**config.mk**
```make
export PLATFORM = sky130hd
export DESIGN_NAME = conv_post
export DESIGN_NICKNAME = d
export VERILOG_FILES = /design/src/rtl/conv_post.sv
export SDC_FILE = /design/constraint.sdc
export NUM_CORES = 1
export LEC_CHECK = 0
export ABC_CLOCK_PERIOD_IN_PS = 2700
export BUFFER_PORTS_ARGS = -buffer_cell sky130_fd_sc_hd__buf_4
export CAP_MARGIN = 10
export CORE_ASPECT_RATIO = 1.1
export CORE_MARGIN = 2
export CORE_UTILIZATION = 39
export CTS_BUF_LIST = sky130_fd_sc_hd__clkbuf_2
export DETAILED_ROUTE_END_ITERATION = 10
export GPL_TIMING_DRIVEN = 0
export PLACE_DENSITY = 0.66
export RECOVER_POWER = 100
export SLEW_MARGIN = 40
export SYNTH_ARGS = -nofsm -noshare
export SYNTH_HDL_FRONTEND = slang
export SYNTH_SLANG_ARGS = --single-unit
```
**constraint.sdc**
```tcl
create_clock -name clk -period 2.7 [get_ports clk]
set_input_delay 0.54 -clock clk [delete_from_list [all_inputs] [get_ports clk]]
set_output_delay 0.54 -clock clk [all_outputs]
set_load 0.005 [all_outputs]
```
**src/rtl/conv_post.sv**
```systemverilog
// Conv-core post stage: accumulates CH_NUM signed results, rounds, shifts, clips to 8 bits, and queues them in an FWFT FIFO.
// Optional build macro CONV_POST_RELU_EN: unsigned ReLU clip to [0,255] instead of signed [-128,127].
module conv_post #(
  parameter int CH_NUM     = 3,
  parameter int SHIFT      = 16,
  parameter int FIFO_DEPTH = 4
) (
  input  logic        clk,
  input  logic        rst_n,
  input  logic [38:0] in_data,
  input  logic        in_valid,
  output logic [7:0]  out_pix,
  output logic        out_valid,
  input  logic        out_ready,
  output logic        ovf_err,
  output logic        busy
);

  localparam int CW = (CH_NUM > 1) ? $clog2(CH_NUM) : 1;
  localparam int AW = $clog2(FIFO_DEPTH);
  localparam logic [CW-1:0] LAST = CW'(CH_NUM - 1);

  // Round half up: bias by 2^(SHIFT-1), then arithmetic shift. One guard bit keeps the bias from wrapping.
  function automatic logic signed [42:0] round_shift(input logic signed [41:0] a);
    logic signed [42:0] s;
    s = {a[41], a} + (43'sd1 <<< (SHIFT - 1));
    return s >>> SHIFT;
  endfunction

  function automatic logic [7:0] sat8(input logic signed [42:0] v);
`ifdef CONV_POST_RELU_EN
    if (v < 43'sd0)
      return 8'h00;
    else if (v > 43'sd255)
      return 8'hFF;
    else
      return v[7:0];
`else
    if (v > 43'sd127)
      return 8'h7F;
    else if (v < -43'sd128)
      return 8'h80;
    else
      return v[7:0];
`endif
  endfunction

  logic [CW-1:0]       r_cnt_p0;
  logic signed [41:0]  r_acc_p0;
  logic                r_vld_p1;
  logic signed [41:0]  w_ext;
  logic [7:0]          w_pix_p1;

  assign w_ext = {{3{in_data[38]}}, in_data};

  // Stage 0: channel count and accumulation; the final beat raises the done flag for stage 1.
  always_ff @(posedge clk or negedge rst_n) begin
    if (!rst_n) begin
      r_cnt_p0 <= '0;
      r_acc_p0 <= '0;
      r_vld_p1 <= 1'b0;
    end else begin
      r_vld_p1 <= in_valid && (r_cnt_p0 == LAST);
      if (in_valid) begin
        r_cnt_p0 <= (r_cnt_p0 == LAST) ? '0 : r_cnt_p0 + CW'(1);
        r_acc_p0 <= (r_cnt_p0 == '0) ? w_ext : r_acc_p0 + w_ext;
      end
    end
  end

  // Stage 1: requantize the completed sum; it is pushed into the FIFO at the next edge.
  assign w_pix_p1 = sat8(round_shift(r_acc_p0));

  logic [AW:0]   r_wr;
  logic [AW:0]   r_rd;
  logic [7:0]    r_mem [FIFO_DEPTH];
  logic          r_ovf;
  logic          w_empty;
  logic          w_full;
  logic          w_pop;
  logic          w_push;

  assign w_empty = (r_wr == r_rd);
  assign w_full  = (r_wr[AW] != r_rd[AW]) && (r_wr[AW-1:0] == r_rd[AW-1:0]);
  assign w_pop   = out_ready && !w_empty;
  // A full FIFO still accepts a push when the head leaves on the same edge.
  assign w_push  = r_vld_p1 && (!w_full || w_pop);

  always_ff @(posedge clk or negedge rst_n) begin
    if (!rst_n) begin
      r_wr  <= '0;
      r_rd  <= '0;
      r_ovf <= 1'b0;
    end else begin
      if (w_push)
        r_wr <= r_wr + (AW+1)'(1);
      if (w_pop)
        r_rd <= r_rd + (AW+1)'(1);
      if (r_vld_p1 && !w_push)
        r_ovf <= 1'b1;
    end
  end

  always_ff @(posedge clk) begin
    if (w_push)
      r_mem[r_wr[AW-1:0]] <= w_pix_p1;
  end

  assign out_valid = !w_empty;
  assign out_pix   = w_empty ? 8'h00 : r_mem[r_rd[AW-1:0]];
  assign ovf_err   = r_ovf;
  assign busy      = (r_cnt_p0 != '0) || r_vld_p1;

endmodule
```
* Word-level counts from Yosys, hierarchy flattened
Memories as Yosys holds them, arrays and structs flattened.
Cells that the tools add are included.
** Word-level totals
- Memories kept :: 1
- Memory bits (writable) :: 32
- Flip-flop bits (word level) :: 52
- Input bits :: 43
** Memory list
- r_mem :: words 4, bits a word 8, read ports 1, clocked after memory_dff 0, write ports 1, RTL line 76 : logic [7:0] r_mem [FIFO_DEPTH];
** Operators by class
- Reductions and logical operators :: 12
- Eq/ne operators :: 4
- $lt $le $gt $ge :: 2
- Multiplexer cells :: 7
- $add $sub $neg :: 5
** Operators by type and width (count)
- $add A42 B17 Y43 const B :: 1
- $add A42 B39 Y42 :: 1
- $mux W42 :: 1
- $gt A27 B8 Y1 const B :: 1
- $lt A27 B8 Y1 const B :: 1
- $mux W8 :: 3
- $add A3 B1 Y3 const B :: 2
- $logic_and A1 B1 Y1 :: 5
- $eq A3 B3 Y1 :: 1
- $logic_not A1 Y1 :: 3
- $add A2 B1 Y2 const B :: 1
- $eq A2 B2 Y1 :: 1
- $eq A2 B2 Y1 const B :: 1
- $logic_not A2 Y1 :: 1
- $logic_or A1 B1 Y1 :: 2
- $mux W1 :: 2
- $mux W2 :: 1
- $reduce_bool A2 Y1 :: 1
- $ne A1 B1 Y1 :: 1

* Depth between registers and ports, before layout
Gate-level depths: netlist (run 1).
- Depth after elaboration :: 7
- Depth in mapped cells :: 11
- Gate-level depth less buffers :: 11

* Worst setup path after synthesis (run 1)
Ideal clock, no wire load.
- Kind :: input to register
- Start point :: input port in_data[0]
- End point :: register r_acc_p0[36]
- Library setup time :: 82 ps
- Arrival time :: 2804 ps
- Required time :: 2618 ps
- Path slack :: -186 ps
- Stages :: 11
- Cells stage by stage :: ha_1 fa_1 a211oi_1 o21a_1 a2111oi_4 nor4b_4 nor4_4 o31ai_1 xnor2_1 nand2_1 a31oi_1
** Between the ends
- Cells in the longest elaborated chain, start to end :: 2
** RTL lines
- start: declaration :: RTL line 10 : input logic [38:0] in_data,
- $add A42 B39 Y42 :: RTL line 66 : r_acc_p0 <= (r_cnt_p0 == '0) ? w_ext : r_acc_p0 + w_ext;
- $mux W42 :: RTL line 66
- end signal: assignment :: RTL line 66
- end: declaration :: RTL line 49 : logic signed [41:0] r_acc_p0;
No other way between the ends.
A chain may end at the register's enable or synchronous reset.

* Worst setup path after layout (run 1)
- Start point :: register r_acc_p0[15]
- End point :: register r_acc_p0[40]
** Between the ends
- Cells in the longest elaborated chain, start to end :: 2
** RTL lines (RTL line)
- $add A42 B39 Y42 :: 66
- $mux W42 :: 66
No other way between the ends.

==> results of run 1 <==
-- flip-flops by register name, indices dropped and copies added, names as in the netlist --
signal and cells:
r_wr 3, r_vld_p1 1, r_rd 3, r_mem 32
ovf_err 1, r_acc_p0 42, r_cnt_p0 2
-- critical path, cell delays in order, from the launching register on --
cell and delay [ns]:
dfrtp_1 0.45, buf_4 0.16, ha_4 0.30, nand4_1 0.17
nor2_2 0.23, a221oi_4 0.10, a22o_2 0.30, nor4_4 0.26
buf_4 0.19, nand3_2 0.07, a41oi_2 0.25, mux2_4 0.32
o211ai_1 0.09
-- report_power, final --
| part | internal [uW] | switching [uW] | total [uW] |
|---|---|---|---|
| Sequential | 1830 | 486 | 2320 |
| Combinational | 3040 | 3370 | 6400 |
| Clock | 241 | 539 | 780 |
| Total | 5110 | 4390 | 9500 |
-- layout by cell type, fill, tap and decap left out, types with 16 or more instances in the layout --
cell type  count
xor2_1        16
ha_1          30
a31oi_1       22
inv_1         20
nand3_1       26
edfxtp_1      32
buf_4         79
a21oi_1       63
o21ai_0       27
xnor2_1       36
a21o_1        20
nand2_1       73
nor2_1        70
dfrtp_1       47
nor2b_1       16
clkbuf_1      18
-- metrics by stage --
stage,total power [uW],worst slack (ns),hold WS (ns),util (%)
after floorplan,6430,-0.0404,0.244,-
after global placement,7690,-0.634,0.448,43.6
after detailed placement,7770,-0.596,0.463,43.6
after CTS,9130,-0.208,0.0674,47.0
after global routing,10300,-0.425,0.106,48.1
final,9500,-0.283,0.142,48.1
-- per-layer routing --
layer / routed length [um] / GRT usage, % / up-vias
li1: - / - / 2915
met1: 8040 / 26.4 / 2824
met2: 9060 / 35.7 / 167
met3: 697 / 1.90 / 35
met4: 587 / 8.81 / 0
met5: 0 / 0 / -
-- cell type report --
class	count	area [sq um]	share of cell area [%]
flip-flops and latches	84	2270	27.9
multi-input cells	600	4500	55.3
well taps	208	260	3.20
repair buffers	83	627	7.71
inverters	20	75.1	0.923
diodes	1	2.50	0.0308
clock buffers	9	45.0	0.554
clock inverters	7	93.8	1.15
plain buffers	31	262	3.22
-- worst paths after layout --
| kind | startpoint | slack [ns] | cells after the start | end |
|---|---|---|---|---|
| min | in_data[24] | 0.14 | 3 | r_acc_p0[24] |
| max | r_acc_p0[15] | -0.28 | 12 | r_acc_p0[40] |
| min in group asynchronous | rst_n | 0.72 | 2 | r_acc_p0[7] |
| min reg2reg | ovf_err | 0.51 | 1 | ovf_err |
| max reg2reg | r_acc_p0[15] | -0.28 | 12 | r_acc_p0[40] |
| max in group asynchronous | rst_n | 0.99 | 2 | r_acc_p0[22] |
-- cells by family (layout without fill, tap and decap cells) --
logic type / count (synthesis) / in the layout
AO/OA/AOI/OAI: 216 / 216
XOR/XNOR: 52 / 52
adder cells (fa/ha/maj): 48 / 48
buffers and inverters: 55 / 150
flip-flops: 84 / 84
multiplexers: 16 / 16
other: 0 / 1
AND/OR/NAND/NOR: 268 / 268
-- Yosys cell counts (20+ instances only) --
| library cell | count | area [sq um] |
|---|---|---|
| a21o_1 | 20 | 150 |
| nand3_1 | 27 | 135 |
| a31oi_1 | 24 | 150 |
| dfrtp_1 | 52 | 1300 |
| o21ai_0 | 43 | 215 |
| clkbuf_1 | 20 | 75.1 |
| inv_1 | 20 | 75.1 |
| nor2_1 | 76 | 285 |
| edfxtp_1 | 32 | 961 |
| nand2_1 | 74 | 278 |
| ha_1 | 47 | 588 |
| xnor2_1 | 36 | 315 |
| a21oi_1 | 68 | 340 |
-- timing repair --
item	4_1_cts	5_1_grt
resized for setup	69	35
hold endpoints to repair	52	0
buffers inserted	18	13
hold buffers	1	0
pin swaps	11	24
setup endpoints to repair	56	61
==> flow_metrics.py, run 1 <==
metrics = {
    "floorplanning": {
        "core_sq_um": 16900,
        "die_w_um": 129,
        "start_util_pct": 39.4,
        "die_area_sq_um": 18100,
        "die_h_um": 141,
        "pin_count": 54,
        "row_count": 50,
    },
    "place": {
        "dp_hpwl_mm": 13.3,
        "port_buffers": 52,
        "gp_congestion": 0.878,
        "placed_cell_area_sq_um": 7360,
        "placed_cells": 999,
    },
    "synth": {
        "synth_top_family_by_area": "compound AO/OA/AOI/OAI gates",
        "ys.flop_type": "dfrtp_1",
        "synth_simple_gate_area_share_pct": 19.8,
        "synthMuxAreaShare_pct": 4.02,
        "ys_warn_count": 0,
        "syn-num-nets": 830,
        "synth_compound_area_share_pct": 20.9,
        "syn-instance-count": 739,
        "synth_xor_area_share_pct": 6.84,
        "async_flop_share_pct": 61.9,
        "yosysUniqueCellTypes": 74,
        "synth_fa_ha_area_share_pct": 9.13,
        "syn_area_sq_um": 6660,
        "synth_area_per_cell_sq_um": 9.01,
        "yosysSeqAreaShare_pct": 34.0,
        "synth_edf_count": 32,
        "ys_ff_latch": 84,
    },
    "global_routing": {
        "grt_usage_pct": 20.7,
        "grt_pass1_wl_mm": 29.6,
        "grt_pass1_vias": 5803,
        "antenna_found_initial": 1,
        "grt_max_degree": 53,
        "grt_overflow": 0,
    },
    "timing": {
        "setup_tns_ns": -4.68,
        "period_share_pct": 110,
        "period_minus_slack_ns": 2.98,
        "hold_viol_final": 0,
        "grt_setup_unrepaired": "true",
        "tightest_slew_ns": 1.42,
        "setup_viol_count_final": 51,
        "slew_headroom_pct": 5.61,
        "timing.fmax_ghz": 0.335,
        "slew_violations": 0,
        "fin_worst_skew_ns": 0.0514,
        "worst_slack_ns": -0.283,
    },
    "worst_setup_path": {
        "crit_path_end_kind": "flip-flop",
        "required_ns": 3.22,
        "crit_fanout": 6,
        "arrival_ns": 3.50,
        "crit_path_start_kind": "flip-flop",
        "critical_path_class": "reg2reg",
    },
    "power_and_ir_drop": {
        "p_per_area_nw_per_um2": 1170,
        "ir_drop_v": 0.000449,
        "leakagePower_uw": 0.00324,
    },
    "drt": {
        "num_vias": 5941,
        "routed_wl_mm": 18.4,
        "drc": 0,
        "first_iter_violations": 276,
        "antenna_left": 0,
        "viasPerCell": 5.70,
        "wire_per_inst_um": 17.6,
        "drtPass1Iterations": 6,
    },
    "clock_tree": {
        "cts-root-buf": "clkbuf_2",
        "cts_tree": "built",
        "max-clock-path-buffers": 2,
        "clkLatencyLatePin_ns": 0.62,
        "cts.sinks": 84,
        "clkTransAtPathRegs_ns": 0.31,
        "h-tree-depth": 3,
        "tritoncts.num_buffers": 9,
    },
    "run": {
        "cap_violations": 0,
    },
    "final_layout": {
        "area_growth_syn_to_layout_pct": 22.2,
        "num-fill-cells": 1615,
        "drive_gt1_share_pct": 24.3,
        "final_cell_area_sq_um": 8130,
        "fin_nets": 920,
        "final_cells": 1043,
    },
    "hold_path": {
        "hold_path.class": "in2reg",
    },
    "outcome": {
        "status": "finished with violations",
        "violations": "negative setup slack",
    },
}
Power figures use the tool's default switching activity.
==> run 2: changes to the inputs <==
==> constraint.sdc (replaced) <==
create_clock -name clk -period 2.7 [get_ports clk]
set_input_delay 0 -clock clk [delete_from_list [all_inputs] [get_ports clk]]
set_output_delay 0 -clock clk [all_outputs]
set_load 0.005 [all_outputs]
==> run 2 against run 1 <==
Against the previous run: the run still ends with negative setup slack left; sequential cell count unchanged; die area unchanged; global-route usage is 0.096 points higher; core utilization up 4.1 points; final area increased by 8.6%; register-to-register slack better by 0.03 ns; final cell count rose by 4.9%; largest power group unchanged.
==> flow_metrics.py, run 2 (synthesized netlist as in run 1, its figures left out) <==
metrics = {
    "worst_setup_path": {
        "r2r-end": "r_acc_p0[40]",
        "critical_path_class": "reg2reg",
        "arrival_ns": 3.51,
        "rr_startpoint": "r_acc_p0[23]",
        "r2r_slack_ns": -0.26,
        "required_ns": 3.25,
        "crit_fanout": 9,
        "crit_path_end_kind": "flip-flop",
        "crit_path_start_kind": "flip-flop",
        "rr_worst_depth": 10,
    },
    "drt": {
        "antenna_left": 0,
        "first_iter_violations": 473,
        "viasPerCell": 5.68,
        "drc": 0,
        "wire_per_inst_um": 17.6,
        "drtPass1Iterations": 5,
        "num_vias": 6209,
        "routed_wl_mm": 19.2,
    },
    "place": {
        "dp_hpwl_mm": 12.9,
        "port_buffers": 52,
        "gp_congestion": 0.950,
        "placed_cell_area_sq_um": 7310,
    },
    "final_layout": {
        "diodes": 0,
        "fin_nets": 972,
        "drive_gt1_share_pct": 26.9,
        "largest_reg_flops": 42,
        "largest_register": "r_acc_p0",
        "area_growth_syn_to_layout_pct": 32.6,
        "final_cell_area_sq_um": 8830,
        "layout_commonest_cell": "buf_4",
        "num-fill-cells": 1532,
        "final_cell_mix": "buf_4, nand2_1, nor2_1",
    },
    "timing": {
        "timing.fmax_ghz": 0.338,
        "grt_setup_unrepaired": "true",
        "slew_headroom_pct": 1.12,
        "slew_violations": 0,
        "tightest_slew_ns": 1.48,
        "period_minus_slack_ns": 2.96,
        "period_share_pct": 109,
        "setup_viol_count_final": 39,
        "setup_tns_ns": -2.22,
        "worst_slack_ns": -0.256,
        "fin_worst_skew_ns": 0.0343,
        "hold_viol_final": 0,
    },
    "floorplanning": {
        "start_util_pct": 39.4,
        "die_w_um": 129,
        "die_h_um": 141,
        "row_count": 50,
        "pin_count": 54,
        "die_area_sq_um": 18100,
        "core_sq_um": 16900,
    },
    "clock_tree": {
        "cts-root-buf": "clkbuf_2",
        "cts.sinks": 84,
        "clkLatencyLatePin_ns": 0.63,
        "tritoncts.num_buffers": 9,
        "cts_tree": "built",
        "h-tree-depth": 3,
        "max-clock-path-buffers": 2,
        "clkTransAtPathRegs_ns": 0.30,
    },
    "global_routing": {
        "grt_max_degree": 53,
        "grt_usage_pct": 20.8,
        "grt_pass1_vias": 5907,
        "antenna_found_initial": 0,
        "grt_overflow": 0,
        "grt_pass1_wl_mm": 29.8,
    },
    "power_and_ir_drop": {
        "ir_drop_v": 0.000672,
        "leakagePower_uw": 0.00349,
        "p_per_area_nw_per_um2": 1120,
    },
    "hold_path": {
        "holdPathEnd": "r_acc_p0[24]",
        "hold_path.class": "in2reg",
        "whs_path_depth": 4,
        "min_from": "in_data[24]",
    },
    "outcome": {
        "status": "finished with violations",
        "violations": "negative setup slack",
    },
    "run": {
        "cap_violations": 0,
    },
}
-- run 2: changes by cell type in the layout (fill, tap and decap cells not counted), moves of 3 or more --
cell,before,now
a21oi_1,63,60
buf_6,4,10
dfrtp_1,47,40
dfrtp_2,5,12
dlygate4sd3_1,1,44
o2111ai_1,3,0
o21ai_1,12,9
o21ai_2,7,10
-- run 2: layout make-up --
| class | instances | area, sq um | share of cell area (%) |
|---|---|---|---|
| Tap cell | 208 | 260 | 2.95 |
| Clock buffer | 9 | 45.0 | 0.510 |
| Sequential cell | 84 | 2280 | 25.8 |
| Inverter | 20 | 75.1 | 0.850 |
| Clock inverter | 7 | 88.8 | 1.01 |
| Buffer | 31 | 255 | 2.89 |
| Multi-Input combinational cell | 600 | 4660 | 52.8 |
| Timing Repair Buffer | 135 | 1160 | 13.2 |
-- run 2: how the worst max path moves through the flow --
stage	startpoint	slack, ns	cells after the start	to
2_1_floorplan	r_acc_p0[0]	0.0004	11	r_acc_p0[36]
3_3_place_gp	r_acc_p0[15]	-0.59	10	r_mem[1][5]
3_5_place_dp	r_acc_p0[15]	-0.69	10	r_mem[1][5]
4_1_cts	r_acc_p0[0]	-0.14	12	r_acc_p0[36]
5_1_grt	r_acc_p0[0]	-0.28	11	r_acc_p0[40]
6_report	r_acc_p0[23]	-0.26	10	r_acc_p0[40]
-- run 2: stage by stage --
step	utilization, %	hold slack [ns]	total power, uW	std cells	setup slack (ns)
after floorplan	-	-0.296	6370	739	0.000357
after global placement	43.3	0.104	7600	999	-0.595
after detailed placement	43.3	0.110	7670	999	-0.692
after CTS	49.7	0.0971	9180	1075	-0.137
after global routing	52.3	0.117	10600	1094	-0.282
final	52.3	0.151	9870	1094	-0.256
-- run 2: report_power, final --
| group | leakage, uW | switching [uW] | internal [uW] |
|---|---|---|---|
| clock | 0.0000789 | 548 | 242 |
| combinational | 0.00253 | 3530 | 3220 |
| sequential | 0.000882 | 488 | 1840 |
-- run 2: what timing repair did --
action | CTS | global route
hold buffers | 45 | 0
resized for setup | 78 | 65
cloned | 0 | 0
endpoints found under the setup margin | 49 | 52
pin swaps | 24 | 43
hold endpoints to repair | 99 | 0
setup buffers | 18 | 21
-- run 2: metal layers --
metal	vias to the layer above	wire, um	GRT usage, %
li1	3021	-	-
met1	2974	8350	26.6
met2	180	9610	36.3
met3	34	851	3.19
met4	0	400	5.84
met5	-	0	0
-- run 2: critical path, stage by stage, from the launching register on --
cell	delay, ns
dfrtp_2	0.53
ha_1	0.42
a21o_1	0.18
a31oi_1	0.08
o211a_1	0.16
a22o_2	0.26
nor4_4	0.43
nand3_2	0.13
a41oi_2	0.26
mux2_4	0.32
o211ai_1	0.09
